$ cat src/rtl/alarm_timer.sv
// Countdown timer for the vehicle alarm FSM: four reprogrammable second-based delays.
// Optional `remaining` output is enabled by defining ALARM_TIMER_REMAIN_EN.
module alarm_timer #(
    parameter int CLK_HZ    = 27000000,
    parameter int T_ARM_DEF = 6,
    parameter int T_DRV_DEF = 8,
    parameter int T_PAS_DEF = 15,
    parameter int T_ALM_DEF = 10
) (
    input  logic       clk,
    input  logic       reset,
    input  logic       start_timer,
    input  logic [1:0] interval,
    input  logic       reprogram,
    input  logic [1:0] time_param_sel,
    input  logic [3:0] time_value,
`ifdef ALARM_TIMER_REMAIN_EN
    output logic [3:0] remaining,
`endif
    output logic       expired,
    output logic       busy
);

    localparam int DIV_W = $clog2(CLK_HZ);
    localparam logic [DIV_W-1:0] DIV_MAX = DIV_W'(CLK_HZ - 1);

    typedef enum logic {
        S_IDLE,
        S_COUNT
    } state_t;

    state_t           state_q, state_d;
    logic [3:0]       count_q, count_d;
    logic [DIV_W-1:0] div_q, div_d;
    logic             expired_q, expired_d;
    logic [3:0]       dur_q [4];
    logic [3:0]       dur_d [4];

    always_ff @(posedge clk) begin
        if (reset) begin
            state_q   <= S_IDLE;
            count_q   <= '0;
            div_q     <= '0;
            expired_q <= 1'b0;
            dur_q[0]  <= 4'(T_ARM_DEF);
            dur_q[1]  <= 4'(T_DRV_DEF);
            dur_q[2]  <= 4'(T_PAS_DEF);
            dur_q[3]  <= 4'(T_ALM_DEF);
        end else begin
            state_q   <= state_d;
            count_q   <= count_d;
            div_q     <= div_d;
            expired_q <= expired_d;
            dur_q     <= dur_d;
        end
    end

    always_comb begin
        state_d   = state_q;
        count_d   = count_q;
        div_d     = div_q;
        expired_d = 1'b0;
        dur_d     = dur_q;

        if (reprogram) begin
            dur_d[time_param_sel] = time_value;
        end

        // Start reads dur_q, so a same-edge reprogram of that register loads the old value.
        if (start_timer) begin
            state_d = S_COUNT;
            count_d = dur_q[interval];
            div_d   = '0;
        end else if (state_q == S_COUNT) begin
            // A zero-length load expires on the first edge after the start.
            if ((count_q == 4'd0) || (div_q == DIV_MAX && count_q == 4'd1)) begin
                state_d   = S_IDLE;
                count_d   = '0;
                div_d     = '0;
                expired_d = 1'b1;
            end else if (div_q == DIV_MAX) begin
                div_d   = '0;
                count_d = count_q - 4'd1;
            end else begin
                div_d = div_q + DIV_W'(1);
            end
        end
    end

    assign busy    = (state_q == S_COUNT);
    assign expired = expired_q;

`ifdef ALARM_TIMER_REMAIN_EN
    assign remaining = busy ? count_q : '0;
`endif

endmodule

$ cat config.mk
export PLATFORM = sky130hd
export DESIGN_NAME = alarm_timer
export DESIGN_NICKNAME = d
export VERILOG_FILES = /design/src/rtl/alarm_timer.sv
export SDC_FILE = /design/constraint.sdc
export NUM_CORES = 1
export LEC_CHECK = 0
export ABC_CLOCK_PERIOD_IN_PS = 2800
export CORE_ASPECT_RATIO = 2
export CORE_MARGIN = 4
export CORE_UTILIZATION = 33
export DETAILED_ROUTE_END_ITERATION = 12
export GPL_TIMING_DRIVEN = 0
export HOLD_SLACK_MARGIN = 0.12
export PLACE_DENSITY_LB_ADDON = 0.15
export SETUP_SLACK_MARGIN = 0.3
export SYNTH_ARGS = -nofsm -noshare
export SYNTH_HDL_FRONTEND = slang
export SYNTH_SLANG_ARGS = --single-unit
$ cat constraint.sdc
create_clock -name clk -period 2.8 [get_ports clk]
set_input_delay 0.56 -clock clk [delete_from_list [all_inputs] [get_ports clk]]
set_output_delay 0.56 -clock clk [all_outputs]
set_load 0.05 [all_outputs]
# ---- Yosys cells after proc, flatten, opt, wreduce, memory -nomap -nowiden
# Cells that the tools add are included.
dict set report word_totals {
  ff_bits 47
  latch_bits 0
  mem_bits_rw 0
  romBits 0
  input_bits 12
  out_inout_bits 2
  word_cells 43
  n_memories 0
}
dict set report classes {
  addsub 2
  multipliers 0
  div_mod_pow 0
  magnitude_cmp 3
  eq_ne 2
  n_shift 0
  n_mux 16
  bitwise_logic 3
  n_reduce_logical 9
}
# cell n
set op_table {}
lappend op_table {{2-to-1 mux 25 bit} 2}
lappend op_table {{2-to-1 mux 4 bit} 7}
lappend op_table {{adder 25 x 1 -> 25 bit, second input constant} 1}
lappend op_table {{== test 25 bit, second input constant} 1}
lappend op_table {{bitwise mux 16 bit} 1}
lappend op_table {{binary-select mux 4 bit (select 2 bit)} 1}
lappend op_table {{demux 4 bit (select 2 bit)} 1}
lappend op_table {{>= comparator 3 bit, second input constant} 2}
lappend op_table {{inverter 2 -> 3 bit} 2}
lappend op_table {{== test 4 x 1 -> 1 bit, second input constant} 1}
lappend op_table {{zero test 4 bit} 1}
lappend op_table {{2-to-1 mux 1 bit} 4}
lappend op_table {{subtractor 4 x 1 -> 4 bit, second input constant} 1}
lappend op_table {{< comparator 3 x 1 -> 1 bit, second input constant} 1}
lappend op_table {{nonzero test 3 bit} 1}
lappend op_table {{OR reduction 3 bit} 1}
lappend op_table {{logical AND 1 bit} 2}
lappend op_table {{AND reduction 2 bit} 1}
lappend op_table {{nonzero test 2 bit} 1}
lappend op_table {{OR reduction 2 bit} 1}
lappend op_table {{logical OR 1 bit} 1}
lappend op_table {{inverter 1 bit} 1}

# ---- Logic depth before layout (Yosys ltp)
# Gate-level depths: netlist (run 1).
dict set report depth {
  ltp_word 6
  ltp_mapped 8
  depth_no_buf 7
}

# ---- Worst setup path before layout (run 1)
# Ideal clock, no wire load.
dict set report synth_timing {
  path_kind {reg-to-reg}
  from {reg div_q[0]}
  to {reg div_q[20]}
  setup_time_ps 70
  arrival_ps 1825
  required_ps 2730
  path_slack_ps 905
  path_stages_with_launch 7
  path_buffers 0
  path_cell_list {dfxtp_1 -> ha_1 -> inv_1 -> nor4_4 -> nand3_2 -> or4b_1 -> a21oi_1}
}
dict set report synth_via {
  elab_chain_len 4
  word_cells_on_any_way 6
  cone_classes {add/sub (1); eq/ne (1); mux (2); reduce/logical (2)}
}
# element line_no
set synth_lines {}
lappend synth_lines {{from (decl)} 34} ;# logic [DIV_W-1:0] div_q, div_d;
lappend synth_lines {{from (signal assigned)} 52} ;# div_q <= div_d;
lappend synth_lines {{branches (longest 3 deep; another with adder 25 x 1 -> 25 bit)} n/a}
lappend synth_lines {{2-to-1 mux 25 bit *} 76} ;# if ((count_q == 4'd0) || (div_q == DIV_MAX && count_q == 4'd1)) begin
# Every way passes the cells marked *.
# A chain may end at the register's enable or synchronous reset.

# ---- Worst setup path in the final report (run 1)
# Ends and elaborated chain as after synthesis.

==> results of run 1 <==
## power by group through the flow
stage / combinational (mW) / sequential, mW / clock [mW]
2_1_floorplan: 0.104 / 0.714 / 0
3_3_place_gp: 0.164 / 0.713 / 0
3_5_place_dp: 0.164 / 0.713 / 0
4_1_cts: 0.165 / 0.698 / 0.654
5_1_grt: 0.179 / 0.701 / 0.668
6_report: 0.161 / 0.698 / 0.627
## synth_stat cells, types with 4 or more instances
cell	n
a211o_1	10
nand4_1	10
xor2_1	11
a31oi_1	6
dfxtp_1	47
nor4_1	4
mux4_2	4
xnor2_1	5
inv_1	12
ha_1	4
nand3_1	20
nor3_1	5
nor2_1	42
clkbuf_1	8
mux2i_1	4
and3_1	6
o21ai_0	4
nor2b_1	7
a21oi_1	11
nand2_1	12
## stage by stage
| step | cell area, µm² | utilization, % | setup WS, ns |
|---|---|---|---|
| after CTS | 2780 | 39.7 | 0.545 |
| after global placement | 2620 | 37.5 | 0.338 |
| after detailed placement | 2620 | 37.5 | 0.277 |
| after floorplan | 2390 | - | 0.905 |
| after global routing | 2780 | 39.7 | 0.450 |
| final | 2780 | 39.7 | 0.544 |
## routing by layer
layer | up-vias | global-route usage (%) | part of all wire [%]
li1 | 1007 | - | -
met1 | 960 | 13.8 | 35
met2 | 33 | 29.9 | 60
met3 | 10 | 2.45 | 2.5
met4 | 0 | 5.98 | 2.7
met5 | - | 0 | 0
## flip-flops by register name (all words and copies together), names as in the netlist
register  cells
expired       1
dur_q        16
busy          1
div_q        25
count_q       4
## kinds of logic (layout without fill, tap and decap cells)
logic type / Yosys count / after routing
AND/OR/NAND/NOR: 126 / 126
XOR/XNOR: 16 / 16
adder cells (fa/ha/maj): 4 / 4
flip-flops: 47 / 47
buffers and inverters: 23 / 43
multiplexers: 8 / 8
AO/OA/AOI/OAI: 43 / 43
## critical path: stages (launching register included)
cell	delay, ns
dfxtp_1	0.42
ha_1	0.31
inv_1	0.12
nor4_4	0.55
nand3_2	0.13
or4b_1	0.50
a21oi_1	0.14
## path summary, 6_finish.rpt
kind	startpoint	to	cells after the start
worst min register to register	dur_q[6]	dur_q[6]	1
worst max register to register	div_q[0]	div_q[20]	6
worst min-delay path	dur_q[6]	dur_q[6]	1
worst max-delay path	div_q[0]	div_q[20]	6
## cell type report
| cell class | instances | area (µm²) |
|---|---|---|
| timing repair buffer | 12 | 120 |
| clock buffer | 8 | 156 |
| inverter | 12 | 45.0 |
| tap | 90 | 113 |
| sequential | 47 | 941 |
| multi-input combinational | 197 | 1350 |
| fill | 740 | 4210 |
| buffer | 11 | 60.1 |
==> flow_metrics.tcl, run 1 <==
set metrics [dict create \
    power_frac_seq_pct 47.0 \
    slew_violations 0 \
    critPathMaxFanout 8 \
    finalCriticalPeriod_ns 2.26 \
    ant_nets 0 \
    end_kind "register" \
    grt_start_max_net_pins 14 \
    fmax_mhz 443 \
    synth_top_family_by_area "simple AND/OR/NAND/NOR gates" \
    slew_headroom_pct 25.2 \
    routabilityCongestion 0.780 \
    avgRoutedWirePerCell_um 15.6 \
    crit_type "reg -> reg" \
    power_density_mw_per_mm2 535 \
    switching_share_pct 23.8 \
    share_comb_of_total_power_pct 10.9 \
    dp_hpwl_um 4540 \
    yosys_warnings 0 \
    cts_buffers 5 \
    drc_errors 0 \
    fin_setup_tns_ns 0 \
    antennaDiodeCount 0 \
    rsz0062_at_grt "no" \
    cts_hold_buf 0 \
    yosysTopAreaCell "dfxtp_1" \
    row_count 43 \
    mostFrequentLayoutCells "dfxtp_1 (47), nor2_1 (42), nand3_1 (20)" \
    arrival_ns 2.47 \
    clk_pin_slew_ns 0.06 \
    gr-total-overflow 0 \
    synth-xor-area-share_pct 5.86 \
    grt_pass1_wl_um 9780 \
    synth_compound_area_share_pct 13.0 \
    ctsResizeCount 0 \
    hold_class "reg -> reg" \
    synth_area_leaders "dfxtp_1 (39%), nor2_1 (6.6%), nand3_1 (4.2%)" \
    vdd_drop_max_mv 0.283 \
    synth_cell_type_count 43 \
    port_buffers 12 \
    instances_no_fill 377 \
    power_mw 1.49 \
    cts.sink_count 47 \
    die_x_um 68.2 \
    wirelength_um 5900 \
    synth_mux_area_share_pct 5.44 \
    cts-htree-levels 2 \
    cts_setup_buffers 0 \
    area_delta_synth_final_pct 16.3 \
    status "finished clean" \
    io_pins 14 \
    fin_nets 302 \
    placedCellCount 369 \
    syn_area_per_cell_um2 8.96 \
    syn-num-nets 283 \
    grt_util_all_layers_pct 14.9 \
    synth_adder_area_share_pct 2.09 \
    timing.final.crit_share_pct 80.6 \
    ys_seq_elements 47 \
    root_buffer "clkbuf_16" \
    r2r_setup_slack_ns 0.54 \
    critPathRequiredTime_ns 3.01 \
    worst_slew_pin_slew_ns 1.12 \
    drive_above_1_share_pct 7.32 \
    clkPwrFrac_pct 42.2 \
    maxCapViolations 0 \
    grt_antenna_before_repair 0 \
    clock_latency_ns 0.29 \
    grt_pass1_vias 2006 \
    cts.path.max_buffers 2 \
    yosys.area_share.simple_pct 29.9 \
    hold_viol_final 0 \
    die_y_um 128 \
    synth_edf_count 0 \
    core_mm2 0.00699 \
    startpoint_type "register" \
    leakagePower_nw 0.994 \
    p_sw_mw 0.355 \
    cts_tree "done" \
    die_area_mm2 0.00875 \
    intPower_mw 1.13 \
    syn_area_mm2 0.00239 \
    synthFlopType "dfxtp_1" \
    start_util_pct 34.2 \
    drt_iter0_markers 95 \
    via_per_inst 5.33 \
    synthDominantCellAreaShare_pct 39.4 \
    async_flop_share_pct 0 \
    vias 2010 \
    setup_viol 0 \
    detail_route.first_pass.iterations 4 \
    ys_seq_area_share_pct 39.4 \
    finClkSkew_ns 0.00265 \
    layout_commonest_cell "dfxtp_1" \
    fin_hold_ws_ns 0.456 \
    postSynthCellCount 267 \
]
(Power assumes the default switching activity.)
==> inputs of run 2 (changes only) <==
ABC_CLOCK_PERIOD_IN_PS = 2300   (was 2800)
clock period = 2.3 ns   (was 2.8 ns; I/O delays follow)
==> run 2 against run 1 <==
  * Register-to-register slack got worse by 0.17 ns
  * Combinational power grew 24%
  * Via count grew 1.5%
  * Total power rose by 22%
  * Hold slack worse by 0.00081 ns
  * Die area is the same
  * First-iteration DRC count rose by 18%
==> flow_metrics.tcl, run 2 (synthesis results as in run 1) <==
set metrics [dict create \
    clk_pin_slew_ns 0.06 \
    end_kind "register" \
    dp_hpwl_um 4540 \
    fin_setup_tns_ns 0 \
    power_frac_seq_pct 46.8 \
    switching_share_pct 23.9 \
    largest-register "div_q" \
    critPathRequiredTime_ns 2.47 \
    hold_class "reg -> reg" \
    ant_nets 0 \
    pre_cts_ws_ns -0.123 \
    largest_registers "div_q x25, dur_q x16, count_q x4" \
    finish.instance_area_mm2 0.00289 \
    arrival_ns 2.09 \
    detail_route.first_pass.iterations 4 \
    instances_no_fill 382 \
    antennaDiodeCount 0 \
    p_sw_mw 0.434 \
    crit_type "reg -> reg" \
    finClkSkew_ns 0.00338 \
    fin_hold_ws_ns 0.455 \
    die_area_mm2 0.00875 \
    grt_pass1_wl_um 9910 \
    fillers 726 \
    slew_violations 0 \
    power_mw 1.81 \
    row_count 43 \
    core_mm2 0.00699 \
    mostFrequentLayoutCells "nor2_1 (41), dfxtp_1 (36), nand3_1 (17)" \
    routabilityCongestion 0.780 \
    setup_viol 0 \
    rsz0062_at_grt "no" \
    clock_latency_ns 0.29 \
    layout_commonest_cell "nor2_1" \
    gr-total-overflow 0 \
    hold_viol_final 0 \
    grt_util_all_layers_pct 15.1 \
    die_x_um 68.2 \
    drive_above_1_share_pct 16.1 \
    slew_headroom_pct 58.7 \
    drt_iter0_markers 112 \
    placed_area_mm2 0.00262 \
    worst_slew_pin_slew_ns 0.617 \
    grt_start_max_net_pins 14 \
    timing.final.crit_share_pct 83.5 \
    placedCellCount 369 \
    power_density_mw_per_mm2 627 \
    cts.path.max_buffers 2 \
    startpoint_type "register" \
    vdd_drop_max_mv 0.346 \
    intPower_mw 1.38 \
    fin_nets 307 \
    largest_register_ff_count 25 \
    cts_buffers 5 \
    die_y_um 128 \
    status "finished clean" \
    start_util_pct 34.2 \
    finalCriticalPeriod_ns 1.92 \
    via_per_inst 5.34 \
    share_comb_of_total_power_pct 11.0 \
    post-route-util_pct 41.3 \
    io_pins 14 \
    wirelength_um 5960 \
    maxCapViolations 0 \
    cts-htree-levels 2 \
    area_delta_synth_final_pct 20.8 \
    critPathMaxFanout 10 \
    worst_slack_ns 0.379 \
    cts.sink_count 47 \
    grt_antenna_before_repair 0 \
    port_buffers 12 \
    root_buffer "clkbuf_16" \
    fmax_mhz 521 \
    grt_pass1_vias 2031 \
    clkPwrFrac_pct 42.2 \
    vias 2040 \
    leakagePower_nw 1.04 \
    avgRoutedWirePerCell_um 15.6 \
    cts_tree "done" \
    drc_errors 0 \
]
==> run 2: layout make-up <==
cell class | count | area, µm² | area share [%]
Sequential cell | 47 | 962 | 33.3
Clock buffer | 8 | 156 | 5.41
Timing Repair Buffer | 17 | 156 | 5.41
Buffer | 11 | 65.1 | 2.25
Multi-Input combinational cell | 197 | 1390 | 48.2
Inverter | 12 | 45.0 | 1.56
Tap cell | 90 | 113 | 3.90
==> run 2: per-layer routing <==
metal | global-route usage [%] | part of all wire [%] | vias to the layer above
met5 | 0 | 0 | -
met4 | 7.15 | 3.7 | 0
met3 | 2.45 | 2.4 | 14
met2 | 29.6 | 58 | 37
met1 | 14.1 | 35 | 971
li1 | - | - | 1018
==> run 2: final timing paths <==
kind / startpoint / end / slack (ns) / depth (start not counted)
min reg2reg: dur_q[6] / dur_q[6] / 0.45 / 1
max: div_q[0] / div_q[23] / 0.38 / 8
min: dur_q[6] / dur_q[6] / 0.45 / 1
max reg2reg: div_q[0] / div_q[23] / 0.38 / 8
==> run 2: power groups by stage <==
stage / Clock [mW] / Combinational [mW] / Sequential (mW)
after floorplan: 0 / 0.127 / 0.870
after global placement: 0 / 0.200 / 0.868
after detailed placement: 0 / 0.200 / 0.869
after CTS: 0.796 / 0.203 / 0.850
after global routing: 0.812 / 0.222 / 0.851
final: 0.764 / 0.200 / 0.848
==> run 2: critical path: stages, from the launching register on <==
cell	delay (ns)
dfxtp_4	0.39
ha_4	0.18
nand2_1	0.06
or2_4	0.28
o31a_1	0.29
buf_6	0.16
buf_6	0.14
a41oi_1	0.20
o31ai_1	0.10
==> run 2: timing repair <==
| item | 4_1_cts | 5_1_grt |
|---|---|---|
| setup buffers | 4 | 1 |
| resized for setup | 13 | 16 |
| endpoints found under the setup margin | 31 | 24 |
| endpoints found under the hold margin | 0 | 0 |
| hold buffers | 0 | 0 |
| pin swaps | 3 | 5 |
